`config.mk`:
```
export PLATFORM = sky130hd
export DESIGN_NAME = l2_port_arbiter
export DESIGN_NICKNAME = d
export VERILOG_FILES = /design/src/rtl/l2_arb_pkg.sv /design/src/rtl/l2_port_arbiter_rr_pick.sv /design/src/rtl/l2_port_arbiter.sv
export SDC_FILE = /design/constraint.sdc
export NUM_CORES = 1
export LEC_CHECK = 0
export ABC_CLOCK_PERIOD_IN_PS = 5000
export BUFFER_PORTS_ARGS = -buffer_cell sky130_fd_sc_hd__buf_2
export CORE_UTILIZATION = 45
export DETAILED_ROUTE_END_ITERATION = 8
export GPL_ROUTABILITY_DRIVEN = 0
export PLACE_DENSITY = 0.77
export REMOVE_ABC_BUFFERS = 1
export SETUP_SLACK_MARGIN = 0.02
export SLEW_MARGIN = 30
export SYNTH_ARGS = -nofsm -noshare
export SYNTH_HDL_FRONTEND = slang
export SYNTH_SLANG_ARGS = --single-unit
export TNS_END_PERCENT = 10
```
`constraint.sdc`:
```
create_clock -name clk -period 5 [get_ports clk]
set_input_delay 0.25 -clock clk [delete_from_list [all_inputs] [get_ports clk]]
set_output_delay 0.25 -clock clk [all_outputs]
set_load 0.005 [all_outputs]
```
`src/rtl/l2_arb_pkg.sv`:
```
// Shared constants for the L2 port arbiter: default parameters, FSM state
// encoding and a clog2 helper used to size the round-robin pointer.
package l2_arb_pkg;

  localparam int DEF_NUM_CORES  = 2;
  localparam int DEF_TAG_WIDTH  = 4;
  localparam int DEF_DATA_WIDTH = 8;
  localparam int DEF_L2_LATENCY = 1;

  localparam logic [1:0] ST_IDLE  = 2'd0;
  localparam logic [1:0] ST_ISSUE = 2'd1;
  localparam logic [1:0] ST_WAIT  = 2'd2;
  localparam logic [1:0] ST_RESP  = 2'd3;

  typedef enum logic [1:0] {
    S_IDLE  = ST_IDLE,
    S_ISSUE = ST_ISSUE,
    S_WAIT  = ST_WAIT,
    S_RESP  = ST_RESP
  } state_e;

  // ceil(log2(n)), minimum 1 so a pointer always has at least one bit
  function automatic int clog2(input int n);
    int r;
    r = 1;
    while ((1 << r) < n) r = r + 1;
    return r;
  endfunction

endpackage

```
`src/rtl/l2_port_arbiter_rr_pick.sv`:
```
// Round-robin picker: one-hot of the first requester at or after rr_ptr,
// wrapping to core 0. Pure combinational.
module rr_pick
  import l2_arb_pkg::*;
#(
  parameter int NUM_CORES = DEF_NUM_CORES,
  parameter int PTR_W     = clog2(DEF_NUM_CORES)
) (
  input  logic [NUM_CORES-1:0] req,
  input  logic [PTR_W-1:0]     rr_ptr,
  output logic [NUM_CORES-1:0] pick
);

  localparam logic [NUM_CORES-1:0] ONE = NUM_CORES'(1);

  logic [NUM_CORES-1:0] mask_ge;
  logic [NUM_CORES-1:0] req_hi;
  logic [NUM_CORES-1:0] src;

  // Prefer requesters at/above the pointer; otherwise wrap to the lowest one.
  // x & (~x + 1) isolates the lowest set bit.
  always_comb begin
    mask_ge = ~((ONE << rr_ptr) - ONE);
    req_hi  = req & mask_ge;
    src     = (|req_hi) ? req_hi : req;
    pick    = src & (~src + ONE);
  end

endmodule

```
`src/rtl/l2_port_arbiter.sv`:
```
// L2 port arbiter: round-robin grants one core at a time onto a single L2 read
// port, issues a one-cycle read strobe, waits L2_LATENCY cycles, and returns
// the data with a one-hot response strobe.
// Optional: define L2_ARB_STATS_EN to add saturating txn_count / miss_count.
module l2_port_arbiter
  import l2_arb_pkg::*;
#(
  parameter int NUM_CORES  = DEF_NUM_CORES,
  parameter int TAG_WIDTH  = DEF_TAG_WIDTH,
  parameter int DATA_WIDTH = DEF_DATA_WIDTH,
  parameter int L2_LATENCY = DEF_L2_LATENCY
) (
  input  logic                           clk,
  input  logic                           reset,
  input  logic [NUM_CORES-1:0]           req,
  input  logic [NUM_CORES*TAG_WIDTH-1:0] addr,
  output logic [NUM_CORES-1:0]           grant,
  output logic                           l2_en,
  output logic [TAG_WIDTH-1:0]           l2_addr,
  input  logic [DATA_WIDTH-1:0]          l2_data,
  input  logic                           l2_hit,
  output logic [NUM_CORES-1:0]           rsp_valid,
  output logic [DATA_WIDTH-1:0]          rsp_data,
  output logic                           rsp_hit,
  output logic                           busy
`ifdef L2_ARB_STATS_EN
  ,
  output logic [15:0]                    txn_count,
  output logic [15:0]                    miss_count
`endif
);

  localparam int PTR_W  = clog2(NUM_CORES);
  localparam int WCNT_W = 4;
  localparam logic [WCNT_W-1:0] WAIT_LAST = WCNT_W'(L2_LATENCY - 1);

  state_e                  state_q, state_d;
  logic [NUM_CORES-1:0]    grant_q, grant_d;
  logic                    l2_en_q, l2_en_d;
  logic [TAG_WIDTH-1:0]    l2_addr_q, l2_addr_d;
  logic [NUM_CORES-1:0]    rsp_valid_q, rsp_valid_d;
  logic [DATA_WIDTH-1:0]   rsp_data_q, rsp_data_d;
  logic                    rsp_hit_q, rsp_hit_d;
  logic                    busy_q, busy_d;
  logic [PTR_W-1:0]        rr_ptr_q, rr_ptr_d;
  logic [WCNT_W-1:0]       wait_cnt_q, wait_cnt_d;

  logic [NUM_CORES-1:0]    pick;
  logic [TAG_WIDTH-1:0]    sel_addr;
  logic [PTR_W-1:0]        gidx;
  logic [PTR_W-1:0]        ptr_next;

`ifdef L2_ARB_STATS_EN
  logic [15:0] txn_count_q, txn_count_d;
  logic [15:0] miss_count_q, miss_count_d;
`endif

  rr_pick #(
    .NUM_CORES (NUM_CORES),
    .PTR_W     (PTR_W)
  ) u_rr_pick (
    .req    (req),
    .rr_ptr (rr_ptr_q),
    .pick   (pick)
  );

  // Mux the winner's address; pick is one-hot so an OR-reduce suffices
  always_comb begin
    sel_addr = '0;
    for (int i = 0; i < NUM_CORES; i++)
      if (pick[i]) sel_addr = sel_addr | addr[i*TAG_WIDTH +: TAG_WIDTH];
  end

  // Encode the held grant to an index and derive the next round-robin start
  always_comb begin
    gidx = '0;
    for (int i = 0; i < NUM_CORES; i++)
      if (grant_q[i]) gidx = PTR_W'(i);
    ptr_next = (gidx == PTR_W'(NUM_CORES - 1)) ? '0 : gidx + PTR_W'(1);
  end

  // FSM next-state and registered-output logic; req/addr only matter in IDLE
  always_comb begin
    state_d     = state_q;
    grant_d     = grant_q;
    l2_en_d     = 1'b0;
    l2_addr_d   = l2_addr_q;
    rsp_valid_d = '0;
    rsp_data_d  = rsp_data_q;
    rsp_hit_d   = rsp_hit_q;
    rr_ptr_d    = rr_ptr_q;
    wait_cnt_d  = wait_cnt_q;
`ifdef L2_ARB_STATS_EN
    txn_count_d  = txn_count_q;
    miss_count_d = miss_count_q;
`endif
    case (state_q)
      S_IDLE: begin
        if (|req) begin
          state_d   = S_ISSUE;
          grant_d   = pick;
          l2_addr_d = sel_addr;
          l2_en_d   = 1'b1;
        end
      end
      S_ISSUE: begin
        state_d    = S_WAIT;
        wait_cnt_d = '0;
      end
      S_WAIT: begin
        if (wait_cnt_q == WAIT_LAST) begin
          state_d     = S_RESP;
          rsp_data_d  = l2_data;
          rsp_hit_d   = l2_hit;
          rsp_valid_d = grant_q;
`ifdef L2_ARB_STATS_EN
          if (txn_count_q != 16'hFFFF) txn_count_d = txn_count_q + 16'd1;
          if (!l2_hit && miss_count_q != 16'hFFFF) miss_count_d = miss_count_q + 16'd1;
`endif
        end else begin
          wait_cnt_d = wait_cnt_q + WCNT_W'(1);
        end
      end
      S_RESP: begin
        state_d  = S_IDLE;
        grant_d  = '0;
        rr_ptr_d = ptr_next;
      end
      default: state_d = S_IDLE;
    endcase
    busy_d = (state_d != S_IDLE);
  end

  // State and output registers; reset aborts any in-flight transaction
  always_ff @(posedge clk or posedge reset) begin
    if (reset) begin
      state_q     <= S_IDLE;
      grant_q     <= '0;
      l2_en_q     <= 1'b0;
      l2_addr_q   <= '0;
      rsp_valid_q <= '0;
      rsp_data_q  <= '0;
      rsp_hit_q   <= 1'b0;
      busy_q      <= 1'b0;
      rr_ptr_q    <= '0;
      wait_cnt_q  <= '0;
    end else begin
      state_q     <= state_d;
      grant_q     <= grant_d;
      l2_en_q     <= l2_en_d;
      l2_addr_q   <= l2_addr_d;
      rsp_valid_q <= rsp_valid_d;
      rsp_data_q  <= rsp_data_d;
      rsp_hit_q   <= rsp_hit_d;
      busy_q      <= busy_d;
      rr_ptr_q    <= rr_ptr_d;
      wait_cnt_q  <= wait_cnt_d;
    end
  end

`ifdef L2_ARB_STATS_EN
  // Saturating transaction / miss counters
  always_ff @(posedge clk or posedge reset) begin
    if (reset) begin
      txn_count_q  <= '0;
      miss_count_q <= '0;
    end else begin
      txn_count_q  <= txn_count_d;
      miss_count_q <= miss_count_d;
    end
  end

  assign txn_count  = txn_count_q;
  assign miss_count = miss_count_q;
`endif

  assign grant     = grant_q;
  assign l2_en     = l2_en_q;
  assign l2_addr   = l2_addr_q;
  assign rsp_valid = rsp_valid_q;
  assign rsp_data  = rsp_data_q;
  assign rsp_hit   = rsp_hit_q;
  assign busy      = busy_q;

endmodule

```
# After elaboration in Yosys (flattened, before gate mapping)
# Cells that the tools add are included.
[op_classes]
n_reduce_logical = 11
n_eq_ne = 5
n_shift = 1
n_mux = 16
bitwise = 5
n_addsub = 4
[ops]
columns = ["op", "n"]
rows = [
  ["$mux 2", 6],
  ["$mux 4", 3],
  ["$pmux 2 s4", 1],
  ["$pmux 4 s2", 1],
  ["$reduce_and 2->1", 4],
  ["$reduce_bool 2->1", 3],
  ["$add 4x1->4 const B", 1],
  ["$and 2x2->2", 2],
  ["$eq 2x2->1 const B", 2],
  ["$logic_not 4->1", 1],
  ["$mux 1", 4],
  ["$ne 2x2->1 const B", 2],
  ["$not 2->2", 2],
  ["$or 4x4->4", 1],
  ["$pmux 2 s2", 1],
  ["$reduce_or 2->1", 2],
  ["$add 2x1->2 const B", 1],
  ["$eq 2x1->1 const B", 1],
  ["$logic_not 2->1", 1],
  ["$shl 1x1->2 const A", 1],
  ["$sub 2x1->2 const B", 1],
  ["$add 1x1->1 const B", 1],
]
[word_totals]
register_bits = 26
in_bits = 21
wordCells = 52
out_inout_bits = 19

# Logic depth before layout (Yosys ltp)
# Gate-level depths: netlist (run 1).
[logic_depth]
ltp_word = 12
mapped_depth = 7
depth_no_buf = 5

# By module
# A second synthesis (run 1) with hierarchy kept.
[hier_totals]
hier_cells = 101
area_unflattened_um2 = 1189.9
[by_module_without_submodules]
columns = ["mod", "seq_area_each_um2", "n_inst", "area_each_um2", "cells_per_inst"]
rows = [
  ["l2_port_arbiter", 650.6, 1, 1171.1, 98],
  ["rr_pick", 0.0, 1, 18.8, 3],
]

# Worst setup path after synthesis (run 1)
# Ideal clock, no wire load.
[synth_path]
kind = "reg-to-reg"
start = "register state_q[0]"
end = "register busy_q, in the netlist busy"
arrival_time_ps = 1512
required_time_ps = 4876
path_slack_ps = 3364
path_buffers = 1
synth_period_minus_slack_ps = 1636
setup_ps = 124
path_stages_with_launch = 7
cell_sequence = "dfrtp_1 inv_1 ha_1 buf_6 and4bb_4 o311a_2 or2_1"
[synth_between]
elab_chain_cells = 3
word_cells_on_any_way = 8
classes_between = "eq/ne (3); mux (3); reduce/logical (2)"
[synth_lines]
columns = ["element", "line", "text"]
rows = [
  ["start, declared", "l2_port_arbiter.sv:37", "state_e state_q, state_d;"],
  ["start signal, assigned", "l2_port_arbiter.sv:148", "state_q <= state_d;"],
  ["$eq 2x2->1 (tied with other cells)", "l2_port_arbiter.sv:97", "case (state_q)"],
  ["$pmux 2 s4 (*)", "l2_port_arbiter.sv:97", ""],
  ["net state_d[0]", "l2_port_arbiter.sv:37", ""],
  ["$reduce_bool 2->1 (*)", "l2_port_arbiter.sv:131", "busy_d = (state_d != S_IDLE);"],
  ["net busy_d", "l2_port_arbiter.sv:44", "logic busy_q, busy_d;"],
  ["end signal, assigned", "l2_port_arbiter.sv:155", "busy_q <= busy_d;"],
  ["end, declared", "l2_port_arbiter.sv:44", ""],
]
# Mark *: on every way through the listed nets, which the timed path passes. The rest lies on a longest branch.
# A chain may end at the register's enable or synchronous reset.

# Worst setup path after layout (run 1)
# Same ends and word-level chain as after synthesis.

==> results of run 1 <==
[critical path: cells and delay by family, from the launching register on]
kind	cells	cell delay, ns
buffers and inverters	1	0.10
adder cells (fa/ha/maj)	1	0.31
AND/OR/NAND/NOR	2	0.53
AO/OA/AOI/OAI	1	0.35
flip-flops	1	0.43
[report_power, final]
| part | switching [uW] | internal (uW) | total, uW |
|---|---|---|---|
| Sequential | 43.9 | 293 | 337 |
| Combinational | 163 | 184 | 347 |
| Clock | 64.0 | 81.2 | 145 |
| Total | 271 | 559 | 829 |
[layout make-up]
type	instances	area, sq um	share of cell area [%]
Timing Repair Buffer	40	205	14.0
Tap cell	30	37.5	2.56
Clock buffer	3	22.5	1.53
Inverter	12	45.0	3.07
Multi-Input combinational cell	58	477	32.5
Sequential cell	26	651	44.3
Clock inverter	1	30.0	2.05
[worst max path at each step]
stage / startpoint / end / slack, ns / cells past startpoint
floorplan: state_q[0] / busy / 3.33 / 5
global placement: state_q[0] / busy / 3.26 / 5
detailed placement: state_q[0] / busy / 3.20 / 5
CTS: state_q[0] / busy / 3.17 / 5
global route: state_q[0] / busy / 3.08 / 5
finish: state_q[0] / busy / 3.18 / 5
[layout by cell type, fill, tap and decap left out, drive strengths merged, types with 2 or more instances in the layout]
| cell type | count |
|---|---|
| a221o | 3 |
| and2 | 5 |
| clkbuf | 3 |
| dfrtp | 26 |
| buf | 39 |
| mux2 | 9 |
| nor2b | 2 |
| a21oi | 2 |
| inv | 12 |
| nand2 | 6 |
| o21ai | 3 |
| or2 | 2 |
| ha | 7 |
| nand3 | 2 |
[per-layer routing]
metal | up-vias | wire length (microns) | share of wire (%) | track usage (%)
met4 | 0 | 38 | 1.6 | 7.89
met1 | 447 | 974 | 41 | 22.4
met5 | - | 0 | 0 | 0
met3 | 5 | 154 | 6.5 | 4.52
li1 | 423 | - | - | -
met2 | 41 | 1200 | 51 | 35.4
[stage by stage]
stage / worst slack [ns] / hold slack, ns
final: 3.18 / 0.136
after global placement: 3.26 / 0.481
after CTS: 3.17 / 0.133
after global routing: 3.08 / 0.133
after floorplan: 3.33 / 0.290
after detailed placement: 3.20 / 0.487
[state kept, by name (all words and copies together) (netlist names)]
signal / flops
l2_addr: 4
rsp_valid: 2
rsp_hit: 1
busy: 1
rr_ptr_q: 1
wait_cnt_q: 4
l2_en: 1
state_q: 2
rsp_data: 8
grant: 2
[kinds of logic after synthesis]
logic type / count (synthesis) / share of synthesized area [%]
muxes: 10 / 9.29
adders and majority gates: 7 / 7.31
DFF: 26 / 54.3
AOI/OAI and AO/OA: 15 / 9.60
xor gates and xnor gates: 1 / 0.731
buffers and inverters: 15 / 5.95
and+or+nand+nor: 25 / 12.8
[what timing repair did]
| item | CTS | global route |
|---|---|---|
| setup endpoints to repair | 0 | 0 |
| setup buffers | 0 | 0 |
| endpoints found under the hold margin | 0 | 26 |
| hold buffers | 0 | 1 |
| gates resized for setup | 0 | 0 |
==> metrics.txt, run 1 <==
# TYPE chip_impl_metric gauge
chip_impl_metric{name="fin_cells",unit=""} 170
chip_impl_info{name="min_path_type",value="input pin to flip-flop"} 1
chip_impl_info{name="cp-end-kind",value="flip-flop"} 1
chip_impl_metric{name="worst-r2r-cell-count",unit=""} 5
chip_impl_metric{name="number_of_global_route_vias_before_repair",unit=""} 884
chip_impl_metric{name="post-route-min-period",unit="ns"} 1.82
chip_impl_metric{name="ys_warn_count",unit=""} 0
chip_impl_metric{name="post-synth-top-area-fraction",unit="%"} 54.3
chip_impl_metric{name="detail_route.drc_violations",unit=""} 0
chip_impl_metric{name="dpl-instance-area",unit="sq mm"} 0.00141
chip_impl_metric{name="post-place-cells",unit=""} 165
chip_impl_metric{name="std_cell_rows",unit=""} 18
chip_impl_metric{name="cap_violations",unit=""} 0
chip_impl_metric{name="tightestPinTransition",unit="ns"} 0.640
chip_impl_info{name="worst_hold_path.endpoint",value="l2_addr[0]"} 1
chip_impl_metric{name="finish.net_count",unit=""} 169
chip_impl_metric{name="cp_data_required_time",unit="ns"} 5.23
chip_impl_metric{name="worst-endpoint-arrival",unit="ns"} 2.05
chip_impl_metric{name="route.detailed.vias_per_inst",unit=""} 5.39
chip_impl_metric{name="layout.cell_area.non_filler",unit="sq mm"} 0.00147
chip_impl_metric{name="initial_utilization",unit="%"} 47.9
chip_impl_metric{name="layout.filler_cells",unit=""} 223
chip_impl_metric{name="finalSetupViolations",unit=""} 0
chip_impl_metric{name="num_io_pins",unit=""} 40
chip_impl_metric{name="total_power",unit="uW"} 829
chip_impl_metric{name="final_util",unit="%"} 58.7
chip_impl_metric{name="antenna_violating_nets_post_route",unit=""} 0
chip_impl_info{name="crit_slowest_cell",value="sky130_fd_sc_hd__dfrtp_1"} 1
chip_impl_info{name="path_class",value="flip-flop to flip-flop"} 1
chip_impl_metric{name="final_setup_tns",unit="ns"} 0
chip_impl_metric{name="power.density_cell_area",unit="mW/mm^2"} 565
chip_impl_info{name="synthTopCellsByCount",value="sky130_fd_sc_hd__dfrtp_1, sky130_fd_sc_hd__inv_1, sky130_fd_sc_hd__mux2_2"} 1
chip_impl_metric{name="numClockSinks",unit=""} 26
chip_impl_metric{name="wire_length_of_the_first_global_routing_pass",unit="mm"} 3.91
chip_impl_metric{name="hpwlAfterDp",unit="mm"} 1.75
chip_impl_metric{name="ys_seq_elements",unit=""} 26
chip_impl_info{name="worst_r2r_startpoint",value="state_q[0]"} 1
chip_impl_metric{name="final-max-slew-violation-count",unit=""} 0
chip_impl_metric{name="max_slew_margin",unit="%"} 56.9
chip_impl_metric{name="dr_total_vias",unit=""} 916
chip_impl_metric{name="drt_iter0_drc",unit=""} 19
chip_impl_metric{name="drive_gt1_share",unit="%"} 40.7
chip_impl_metric{name="ctsLongestPathBuffers",unit=""} 2
chip_impl_info{name="tritoncts",value="built"} 1
chip_impl_metric{name="grt-ovfl-total",unit=""} 0
chip_impl_metric{name="synth_area",unit="sq mm"} 0.00120
chip_impl_metric{name="fp.dieArea",unit="sq mm"} 0.00287
chip_impl_metric{name="vdd_ir_drop_max",unit="uV"} 318
chip_impl_metric{name="die_width",unit="microns"} 53.6
chip_impl_info{name="rsz0062_at_grt",value="no"} 1
chip_impl_metric{name="antenna_found_initial",unit=""} 0
chip_impl_info{name="path_cells",value="inv_1, ha_1, and4bb_4, o311a_2, or2_1"} 1
chip_impl_metric{name="area.growth.synth_to_final",unit="%"} 22.4
chip_impl_metric{name="async_reset_ff_share",unit="%"} 100
chip_impl_metric{name="synthesis.instances",unit=""} 99
chip_impl_info{name="hold_path.startpoint",value="addr[0]"} 1
chip_impl_metric{name="leakage",unit="uW"} 0.000772
chip_impl_metric{name="cts_inserted_buffers",unit=""} 3
chip_impl_info{name="outcome",value="completed"} 1
chip_impl_metric{name="die_height",unit="microns"} 53.6
chip_impl_metric{name="antenna_cells",unit=""} 0
chip_impl_metric{name="grt_usage",unit="%"} 19.7
chip_impl_metric{name="finalCritPeriodShare",unit="%"} 36.4
chip_impl_info{name="setup.worst_path.start_class",value="flip-flop"} 1
chip_impl_metric{name="cts.reportedPaths.clkPinSlew",unit="ns"} 0.14
chip_impl_metric{name="insertion_delay",unit="ns"} 0.33
chip_impl_metric{name="final_worst_clock_skew",unit="ns"} 0.00200
chip_impl_metric{name="postSynthAreaPerCell",unit="sq um"} 12.1
chip_impl_metric{name="max_freq",unit="MHz"} 549
chip_impl_info{name="root_buffer",value="sky130_fd_sc_hd__clkbuf_4"} 1
chip_impl_info{name="yosys.cell_count.top_type",value="sky130_fd_sc_hd__dfrtp_1"} 1
chip_impl_metric{name="drt_first_pass_iters",unit=""} 5
chip_impl_metric{name="grt_start_max_net_pins",unit=""} 27
chip_impl_metric{name="post_synth_edffs",unit=""} 0
chip_impl_info{name="reg2reg_capture_point",value="busy"} 1
chip_impl_metric{name="yosysUniqueCellTypes",unit=""} 32
chip_impl_info{name="post_synth_main_area_contributors",value="sky130_fd_sc_hd__dfrtp_1, sky130_fd_sc_hd__mux2_2, sky130_fd_sc_hd__ha_1, sky130_fd_sc_hd__inv_1, sky130_fd_sc_hd__and2_1"} 1
chip_impl_metric{name="hold_viol",unit=""} 0
chip_impl_metric{name="cts_max_level",unit=""} 1
chip_impl_metric{name="drt_wl_total",unit="mm"} 2.36
chip_impl_metric{name="placement.io_buffers",unit=""} 39
chip_impl_metric{name="synth.yosys.seq_area_share",unit="%"} 54.3
chip_impl_info{name="synth_ff_type",value="sky130_fd_sc_hd__dfrtp_1"} 1
chip_impl_metric{name="post_drt_wl_per_cell",unit="microns"} 13.9
chip_impl_metric{name="setup.reg_to_reg.worst_slack",unit="ns"} 3.18
chip_impl_metric{name="critical-path-max-stage-delay",unit="ns"} 0.43
chip_impl_info{name="synth_largest_area_cell",value="sky130_fd_sc_hd__dfrtp_1"} 1
chip_impl_metric{name="cp_max_fo",unit=""} 13
chip_impl_metric{name="worst_hold_path.num_cells",unit=""} 2
chip_impl_metric{name="design.core.area",unit="sq mm"} 0.00250
No activity file was read; power rests on OpenSTA's default activity.
==> run 2: changes to the inputs <==
--- a/config.mk
+++ b/config.mk
@@ -5,12 +5,13 @@
 export SDC_FILE = /design/constraint.sdc
 export NUM_CORES = 1
 export LEC_CHECK = 0
-export ABC_CLOCK_PERIOD_IN_PS = 5000
+export ABC_AREA = 1
+export ABC_CLOCK_PERIOD_IN_PS = 1500
 export BUFFER_PORTS_ARGS = -buffer_cell sky130_fd_sc_hd__buf_2
-export CORE_UTILIZATION = 45
+export CORE_UTILIZATION = 44
 export DETAILED_ROUTE_END_ITERATION = 8
 export GPL_ROUTABILITY_DRIVEN = 0
-export PLACE_DENSITY = 0.77
+export PLACE_DENSITY = 0.78
 export REMOVE_ABC_BUFFERS = 1
 export SETUP_SLACK_MARGIN = 0.02
 export SLEW_MARGIN = 30
==> constraint.sdc (replaced) <==
create_clock -name clk -period 1.5 [get_ports clk]
set_input_delay 0.075 -clock clk [delete_from_list [all_inputs] [get_ports clk]]
set_output_delay 0.075 -clock clk [all_outputs]
set_load 0.005 [all_outputs]
==> run 2 against run 1 <==
Effect of this change:
- non-clock buffer count increased by 14
- largest cell class unchanged
- cell area increased by 11%
- worst setup slack got worse by 3.0 ns
- first-iteration DRC count decreased by 16%
- global-route usage decreased by 0.94 points
- via count increased by 18%
- die area increased by 4.2%
- cell count increased by 33%
- sequential share of layout area decreased by 4.5 points
- clock power increased to 3.3 times the previous value
==> metrics.txt, run 2 <==
# TYPE chip_impl_metric gauge
chip_impl_info{name="outcome",value="completed"} 1
chip_impl_info{name="synthTopCellsByCount",value="sky130_fd_sc_hd__nand2_1, sky130_fd_sc_hd__dfrtp_1, sky130_fd_sc_hd__inv_1"} 1
chip_impl_info{name="path_common_cell",value="sky130_fd_sc_hd__nand2_1"} 1
chip_impl_metric{name="drive_gt1_share",unit="%"} 26.0
chip_impl_metric{name="dpl-instance-area",unit="sq mm"} 0.00145
chip_impl_metric{name="synth_compound_gate_area_share",unit="%"} 2.45
chip_impl_metric{name="post_drt_wl_per_cell",unit="microns"} 11.4
chip_impl_metric{name="drt_wl_total",unit="mm"} 2.59
chip_impl_metric{name="route.detailed.vias_per_inst",unit=""} 4.79
chip_impl_metric{name="wire_length_of_the_first_global_routing_pass",unit="mm"} 3.88
chip_impl_metric{name="grt_start_max_net_pins",unit=""} 27
chip_impl_metric{name="postSynthAreaPerCell",unit="sq um"} 8.62
chip_impl_info{name="synth_ff_type",value="sky130_fd_sc_hd__dfrtp_1"} 1
chip_impl_info{name="yosys.cell_count.top_type",value="sky130_fd_sc_hd__nand2_1"} 1
chip_impl_metric{name="detail_route.drc_violations",unit=""} 0
chip_impl_metric{name="cap_violations",unit=""} 0
chip_impl_info{name="crit_slowest_cell",value="sky130_fd_sc_hd__dfrtp_1"} 1
chip_impl_info{name="dominant_combinational_cell_family_by_area_after_synthesis",value="simple AND/OR/NAND/NOR gates"} 1
chip_impl_metric{name="post-cts-setup-buffer-count",unit=""} 0
chip_impl_info{name="setup.worst_path.start_class",value="flip-flop"} 1
chip_impl_metric{name="basic_gate_share_of_the_synthesized_area_counting_and_or_nand_and_nor_cells",unit="%"} 29.8
chip_impl_metric{name="design.core.area",unit="sq mm"} 0.00254
chip_impl_metric{name="drt_first_pass_iters",unit=""} 4
chip_impl_info{name="min_path_type",value="input pin to flip-flop"} 1
chip_impl_metric{name="numClockSinks",unit=""} 26
chip_impl_metric{name="layout.cell_area.non_filler",unit="sq mm"} 0.00163
chip_impl_metric{name="die_width",unit="microns"} 54.7
chip_impl_metric{name="yosys-mux-area-fraction",unit="%"} 0
chip_impl_metric{name="post-route-worst-setup-slack",unit="ns"} 0.139
chip_impl_metric{name="leakage",unit="uW"} 0.000936
chip_impl_metric{name="final_setup_tns",unit="ns"} 0
chip_impl_metric{name="std_cell_rows",unit=""} 18
chip_impl_metric{name="finish.net_count",unit=""} 225
chip_impl_metric{name="area.growth.synth_to_final",unit="%"} 33.3
chip_impl_metric{name="post_synth_edffs",unit=""} 0
chip_impl_metric{name="max_slew_margin",unit="%"} 78.7
chip_impl_metric{name="cts_max_level",unit=""} 1
chip_impl_metric{name="vdd_ir_drop_max",unit="uV"} 1030
chip_impl_info{name="tritoncts",value="built"} 1
chip_impl_metric{name="ctsLongestPathBuffers",unit=""} 2
chip_impl_metric{name="insertion_delay",unit="ns"} 0.32
chip_impl_metric{name="cp_max_fo",unit=""} 13
chip_impl_metric{name="antenna_found_initial",unit=""} 0
chip_impl_info{name="rsz0062_at_grt",value="no"} 1
chip_impl_info{name="mostFrequentLayoutCells",value="sky130_fd_sc_hd__nand2_1, sky130_fd_sc_hd__buf_2, sky130_fd_sc_hd__dfrtp_1, sky130_fd_sc_hd__inv_1, sky130_fd_sc_hd__nand3_1"} 1
chip_impl_metric{name="dr_total_vias",unit=""} 1083
chip_impl_metric{name="ys_warn_count",unit=""} 0
chip_impl_metric{name="yosys.area_share.adder",unit="%"} 7.16
chip_impl_metric{name="finalSetupViolations",unit=""} 0
chip_impl_metric{name="grt-ovfl-total",unit=""} 0
chip_impl_metric{name="drt_iter0_drc",unit=""} 16
chip_impl_metric{name="die_height",unit="microns"} 54.7
chip_impl_metric{name="antenna_violating_nets_post_route",unit=""} 0
chip_impl_metric{name="cts.reportedPaths.clkPinSlew",unit="ns"} 0.14
chip_impl_metric{name="yosysUniqueCellTypes",unit=""} 19
chip_impl_metric{name="number_of_global_route_vias_before_repair",unit=""} 930
chip_impl_metric{name="synthesis.instances",unit=""} 142
chip_impl_metric{name="ys_seq_elements",unit=""} 26
chip_impl_info{name="cp-end-kind",value="flip-flop"} 1
chip_impl_metric{name="dp_slack",unit="ns"} 0.0520
chip_impl_info{name="post_synth_main_area_contributors",value="sky130_fd_sc_hd__dfrtp_1, sky130_fd_sc_hd__nand2_1, sky130_fd_sc_hd__ha_1, sky130_fd_sc_hd__nand3_1, sky130_fd_sc_hd__inv_1"} 1
chip_impl_info{name="synth_largest_area_cell",value="sky130_fd_sc_hd__dfrtp_1"} 1
chip_impl_info{name="root_buffer",value="sky130_fd_sc_hd__clkbuf_4"} 1
chip_impl_metric{name="final_worst_clock_skew",unit="ns"} 0.00978
chip_impl_metric{name="cts_inserted_buffers",unit=""} 3
chip_impl_info{name="final_common_cell",value="sky130_fd_sc_hd__nand2_1"} 1
chip_impl_info{name="path_class",value="flip-flop to flip-flop"} 1
chip_impl_metric{name="hold-worst-slack",unit="ns"} 0.0118
chip_impl_metric{name="tightestPinTransition",unit="ns"} 0.320
chip_impl_metric{name="synth.yosys.seq_area_share",unit="%"} 53.2
chip_impl_metric{name="async_reset_ff_share",unit="%"} 100
chip_impl_metric{name="grt_usage",unit="%"} 18.8
chip_impl_metric{name="post-route-min-period",unit="ns"} 1.36
chip_impl_metric{name="hold_viol",unit=""} 0
chip_impl_metric{name="synth_area",unit="sq mm"} 0.00122
chip_impl_metric{name="max_freq",unit="MHz"} 735
chip_impl_metric{name="yosys.area_share.xor_xnor",unit="%"} 0
chip_impl_metric{name="hpwlAfterDp",unit="mm"} 1.76
chip_impl_metric{name="post-synth-top-area-fraction",unit="%"} 53.2
chip_impl_metric{name="power.density_cell_area",unit="mW/mm^2"} 1690
chip_impl_metric{name="placement.io_buffers",unit=""} 39
chip_impl_metric{name="num_io_pins",unit=""} 40
chip_impl_metric{name="final-max-slew-violation-count",unit=""} 0
chip_impl_metric{name="worst-endpoint-arrival",unit="ns"} 1.63
chip_impl_metric{name="largest_reg_flops",unit=""} 8
chip_impl_metric{name="antenna_cells",unit=""} 0
chip_impl_info{name="path_cells",value="inv_1, ha_2, nand3_4, nand2_1, nand2_1, nand2_1"} 1
chip_impl_metric{name="fp.dieArea",unit="sq mm"} 0.00300
chip_impl_metric{name="finalCritPeriodShare",unit="%"} 90.7
chip_impl_metric{name="critical-path-max-stage-delay",unit="ns"} 0.44
chip_impl_metric{name="initial_utilization",unit="%"} 48.1
chip_impl_metric{name="cp_data_required_time",unit="ns"} 1.77
[run 2: cell count changes after synthesis, moves of 2 or more]
cell,before,now
sky130_fd_sc_hd__nand2_1,6,55
sky130_fd_sc_hd__nand3_1,2,13
sky130_fd_sc_hd__inv_1,12,15
sky130_fd_sc_hd__nand4_1,0,6
sky130_fd_sc_hd__nor2_1,1,5
sky130_fd_sc_hd__o211ai_1,0,2
sky130_fd_sc_hd__a221o_1,3,0
sky130_fd_sc_hd__and2_1,5,0
sky130_fd_sc_hd__mux2_2,9,0
sky130_fd_sc_hd__nor2b_1,2,0
[run 2: critical path, delay by kind of cell (launching register included)]
family	cells	cell delay [ns]
simple gates	4	0.48
flops	1	0.44
fa+ha+maj	1	0.25
buf+inv	1	0.14
[run 2: power by group]
group	switching (uW)	total, uW	internal, uW
sequential	161	1130	971
clock	214	484	270
combinational	645	1140	495
total	1020	2760	1740
[run 2: logic make-up after synthesis]
kind of cell / count (synthesis)
AO/OA/AOI/OAI: 5
adder cells (fa/ha/maj): 7
buffers and inverters: 20
flip-flops: 26
AND/OR/NAND/NOR: 84
[run 2: layer usage]
layer / global-route usage (%) / routed length, microns / part of all wire [%] / vias to the layer above
met4: 6.41 / 14 / 0.54 / 0
met2: 34.5 / 1340 / 52 / 30
met3: 2.50 / 117 / 4.5 / 2
li1: - / - / - / 556
met1: 22.0 / 1110 / 43 / 495
met5: 0 / 0 / 0 / -
[run 2: through the flow]
| step | instances | util [%] | power (uW) |
|---|---|---|---|
| floorplan | 138 | - | 1790 |
| global placement | 210 | 56.9 | 2190 |
| detailed placement | 210 | 56.9 | 2240 |
| CTS | 226 | 64.0 | 2770 |
| global route | 226 | 64.1 | 3010 |
| finish | 226 | 64.1 | 2760 |
[run 2: area by class of cell]
cell class / instances / area, sq um
Clock buffer: 3 / 22.5
Timing Repair Buffer: 54 / 338
Inverter: 16 / 61.3
Fill cell: 225 / 913
Multi-Input combinational cell: 96 / 492
Tap cell: 30 / 37.5
Sequential cell: 26 / 651
Clock inverter: 1 / 30.0
[run 2: path summary, 6_finish.rpt]
path | from | to | slack [ns] | cells after the start
max | state_q[0] | wait_cnt_q[2] | 0.14 | 6
min | addr[0] | l2_addr[0] | 0.01 | 3
max reg2reg | state_q[0] | wait_cnt_q[2] | 0.14 | 6
min reg2reg | rsp_data[0] | rsp_data[0] | 0.49 | 2
max in group asynchronous | reset | grant[0] | 0.92 | 4
min in group asynchronous | reset | rsp_data[5] | 0.34 | 4
[run 2: what timing repair did]
item,CTS,global route
hold buffers,12,0
endpoints found under the setup margin,4,11
endpoints found under the hold margin,37,0
resized for setup,1,1
==> run 3: changes to the inputs <==
==> constraint.sdc (replaced) <==
create_clock -name clk -period 1.5 [get_ports clk]
set_input_delay 0.3 -clock clk [delete_from_list [all_inputs] [get_ports clk]]
set_output_delay 0.3 -clock clk [all_outputs]
set_load 0.005 [all_outputs]
==> run 3 against run 2 <==
Effect of this change:
- first-iteration DRC count shrank 13%
- cell area is 7.4% lower
- worst hold slack got worse by 0.0049 ns
- core utilization decreased by 4.7 points
- critical path depth stayed put
- global-route usage decreased by 1.7 points
- via count fell by 5.8%
- cell count decreased by 5.3%
- non-clock buffer count is 12 lower
- highest routed layer unchanged
==> metrics.txt, run 3 (synthesis results as in run 2) <==
# TYPE chip_impl_metric gauge
chip_impl_metric{name="die_width",unit="microns"} 54.7
chip_impl_metric{name="cts_inserted_buffers",unit=""} 3
chip_impl_info{name="root_buffer",value="sky130_fd_sc_hd__clkbuf_4"} 1
chip_impl_metric{name="dpl-instance-area",unit="sq mm"} 0.00145
chip_impl_metric{name="final-max-slew-violation-count",unit=""} 0
chip_impl_info{name="path_class",value="flip-flop to flip-flop"} 1
chip_impl_metric{name="numClockSinks",unit=""} 26
chip_impl_info{name="min_path_type",value="input pin to async pin"} 1
chip_impl_metric{name="antenna_found_initial",unit=""} 0
chip_impl_metric{name="leakage",unit="uW"} 0.000886
chip_impl_metric{name="layout.cell_area.non_filler",unit="sq mm"} 0.00151
chip_impl_metric{name="power.density_cell_area",unit="mW/mm^2"} 1790
chip_impl_metric{name="insertion_delay",unit="ns"} 0.32
chip_impl_metric{name="grt_usage",unit="%"} 17.1
chip_impl_metric{name="timing.critical_path.buf_inv",unit=""} 1
chip_impl_metric{name="cts.reportedPaths.clkPinSlew",unit="ns"} 0.14
chip_impl_metric{name="detail_route.drc_violations",unit=""} 0
chip_impl_metric{name="fp.dieArea",unit="sq mm"} 0.00300
chip_impl_metric{name="drt_first_pass_iters",unit=""} 4
chip_impl_metric{name="post-route-min-period",unit="ns"} 1.35
chip_impl_metric{name="grt-ovfl-total",unit=""} 0
chip_impl_info{name="path_cells",value="inv_1, ha_2, nand3_4, nand2_1, nand2_1, nand2_1"} 1
chip_impl_info{name="mostFrequentLayoutCells",value="sky130_fd_sc_hd__nand2_1, sky130_fd_sc_hd__buf_2, sky130_fd_sc_hd__dfrtp_1, sky130_fd_sc_hd__inv_1, sky130_fd_sc_hd__nand3_1"} 1
chip_impl_metric{name="post-cts-setup-buffer-count",unit=""} 0
chip_impl_metric{name="hold-worst-slack",unit="ns"} 0.00690
chip_impl_metric{name="finish.net_count",unit=""} 213
chip_impl_info{name="cp-end-kind",value="flip-flop"} 1
chip_impl_metric{name="fin_cells",unit=""} 214
chip_impl_metric{name="cp_data_required_time",unit="ns"} 1.76
chip_impl_metric{name="cp_max_fo",unit=""} 13
chip_impl_metric{name="std_cell_rows",unit=""} 18
chip_impl_metric{name="total_power",unit="uW"} 2710
chip_impl_metric{name="area.growth.synth_to_final",unit="%"} 23.5
chip_impl_metric{name="drive_gt1_share",unit="%"} 27.7
chip_impl_metric{name="final_worst_clock_skew",unit="ns"} 0.00673
chip_impl_info{name="final_common_cell",value="sky130_fd_sc_hd__nand2_1"} 1
chip_impl_metric{name="dr_total_vias",unit=""} 1020
chip_impl_info{name="crit_slowest_cell",value="sky130_fd_sc_hd__dfrtp_1"} 1
chip_impl_metric{name="hpwlAfterDp",unit="mm"} 1.76
chip_impl_metric{name="cap_violations",unit=""} 0
chip_impl_metric{name="ctsLongestPathBuffers",unit=""} 2
chip_impl_metric{name="design.core.area",unit="sq mm"} 0.00254
chip_impl_metric{name="antenna_violating_nets_post_route",unit=""} 0
chip_impl_metric{name="critical-path-max-stage-delay",unit="ns"} 0.44
chip_impl_metric{name="largest_reg_flops",unit=""} 8
chip_impl_metric{name="worst-path-stages",unit=""} 6
chip_impl_metric{name="drt_wl_total",unit="mm"} 2.33
chip_impl_metric{name="grt_start_max_net_pins",unit=""} 27
chip_impl_metric{name="post_drt_wl_per_cell",unit="microns"} 10.9
chip_impl_metric{name="post-place-cells",unit=""} 210
chip_impl_metric{name="num_io_pins",unit=""} 40
chip_impl_metric{name="finalSetupViolations",unit=""} 0
chip_impl_info{name="outcome",value="completed"} 1
chip_impl_info{name="rsz0062_at_grt",value="no"} 1
chip_impl_metric{name="max_slew_margin",unit="%"} 78.3
chip_impl_metric{name="hold_viol",unit=""} 0
chip_impl_metric{name="die_height",unit="microns"} 54.7
chip_impl_metric{name="initial_utilization",unit="%"} 48.1
chip_impl_metric{name="worst-r2r-cell-count",unit=""} 6
chip_impl_metric{name="number_of_global_route_vias_before_repair",unit=""} 855
chip_impl_metric{name="antenna_cells",unit=""} 0
chip_impl_metric{name="tightestPinTransition",unit="ns"} 0.325
chip_impl_metric{name="max_freq",unit="MHz"} 741
chip_impl_metric{name="worst-endpoint-arrival",unit="ns"} 1.61
chip_impl_metric{name="drt_iter0_drc",unit=""} 14
chip_impl_metric{name="placement.io_buffers",unit=""} 39
chip_impl_info{name="critical_path.top_delay_family",value="simple AND/OR/NAND/NOR gates"} 1
chip_impl_metric{name="cts_max_level",unit=""} 1
chip_impl_metric{name="finalCritPeriodShare",unit="%"} 89.9
chip_impl_metric{name="wire_length_of_the_first_global_routing_pass",unit="mm"} 3.55
chip_impl_info{name="setup.worst_path.start_class",value="flip-flop"} 1
chip_impl_info{name="path_common_cell",value="sky130_fd_sc_hd__nand2_1"} 1
chip_impl_metric{name="vdd_ir_drop_max",unit="uV"} 986
chip_impl_info{name="tritoncts",value="built"} 1
chip_impl_metric{name="route.detailed.vias_per_inst",unit=""} 4.77
chip_impl_metric{name="final_setup_tns",unit="ns"} 0
## run 3: cell count changes in the layout (fill, tap and decap cells not counted), sizes merged
cell	before	now
dlygate4sd3	12	0
## run 3: per-stage QoR
stage               util (%)  setup WS [ns]
floorplan                  -          0.197
global placement        56.9          0.152
detailed placement      56.9         0.0520
CTS                     59.3          0.103
global route            59.4         0.0296
finish                  59.4          0.151
## run 3: path summary, 6_finish.rpt
check | startpoint | to | slack [ns]
setup / recovery | state_q[0] | wait_cnt_q[2] | 0.15
setup reg to reg | state_q[0] | wait_cnt_q[2] | 0.15
hold reg to reg | rsp_data[4] | rsp_data[4] | 0.49
max in group asynchronous | reset | grant[0] | 1.25
hold / removal | reset | rsp_data[3] | 0.007
min in group clk | l2_data[5] | rsp_data[5] | 0.17
## run 3: repair_timing
action | 4_1_cts | 5_1_grt
hold endpoints to repair | 0 | 0
hold buffers | 0 | 0
resized for setup | 1 | 1
endpoints found under the setup margin | 4 | 12
## run 3: layout make-up
cell class,count,area (sq um)
fill,237,1030
sequential,26,651
multi-input combinational,96,492
timing repair buffer,42,218
inverter,16,61.3
tap,30,37.5
clock inverter,1,30.0
clock buffer,3,22.5
## run 3: power by group
part / switching [uW] / total (uW) / leakage [uW] / internal, uW
logic: 629 / 1100 / 0.000529 / 475
clock network: 204 / 474 / 0.0000279 / 270
registers: 155 / 1130 / 0.000329 / 971
## run 3: per-layer routing
layer | global-route usage [%] | up-vias | wire (microns)
met3 | 2.50 | 2 | 116
met5 | 0 | - | 0
met1 | 21.1 | 455 | 1070
met2 | 29.5 | 33 | 1130
li1 | - | 530 | -
met4 | 6.41 | 0 | 14
## run 3: worst register-to-register path, cell delays in order, from the launching register on
cell                      delay, ns
sky130_fd_sc_hd__dfrtp_1       0.44
sky130_fd_sc_hd__inv_1         0.14
sky130_fd_sc_hd__ha_2          0.25
sky130_fd_sc_hd__nand3_4       0.17
sky130_fd_sc_hd__nand2_1       0.17
sky130_fd_sc_hd__nand2_1       0.07
sky130_fd_sc_hd__nand2_1       0.06
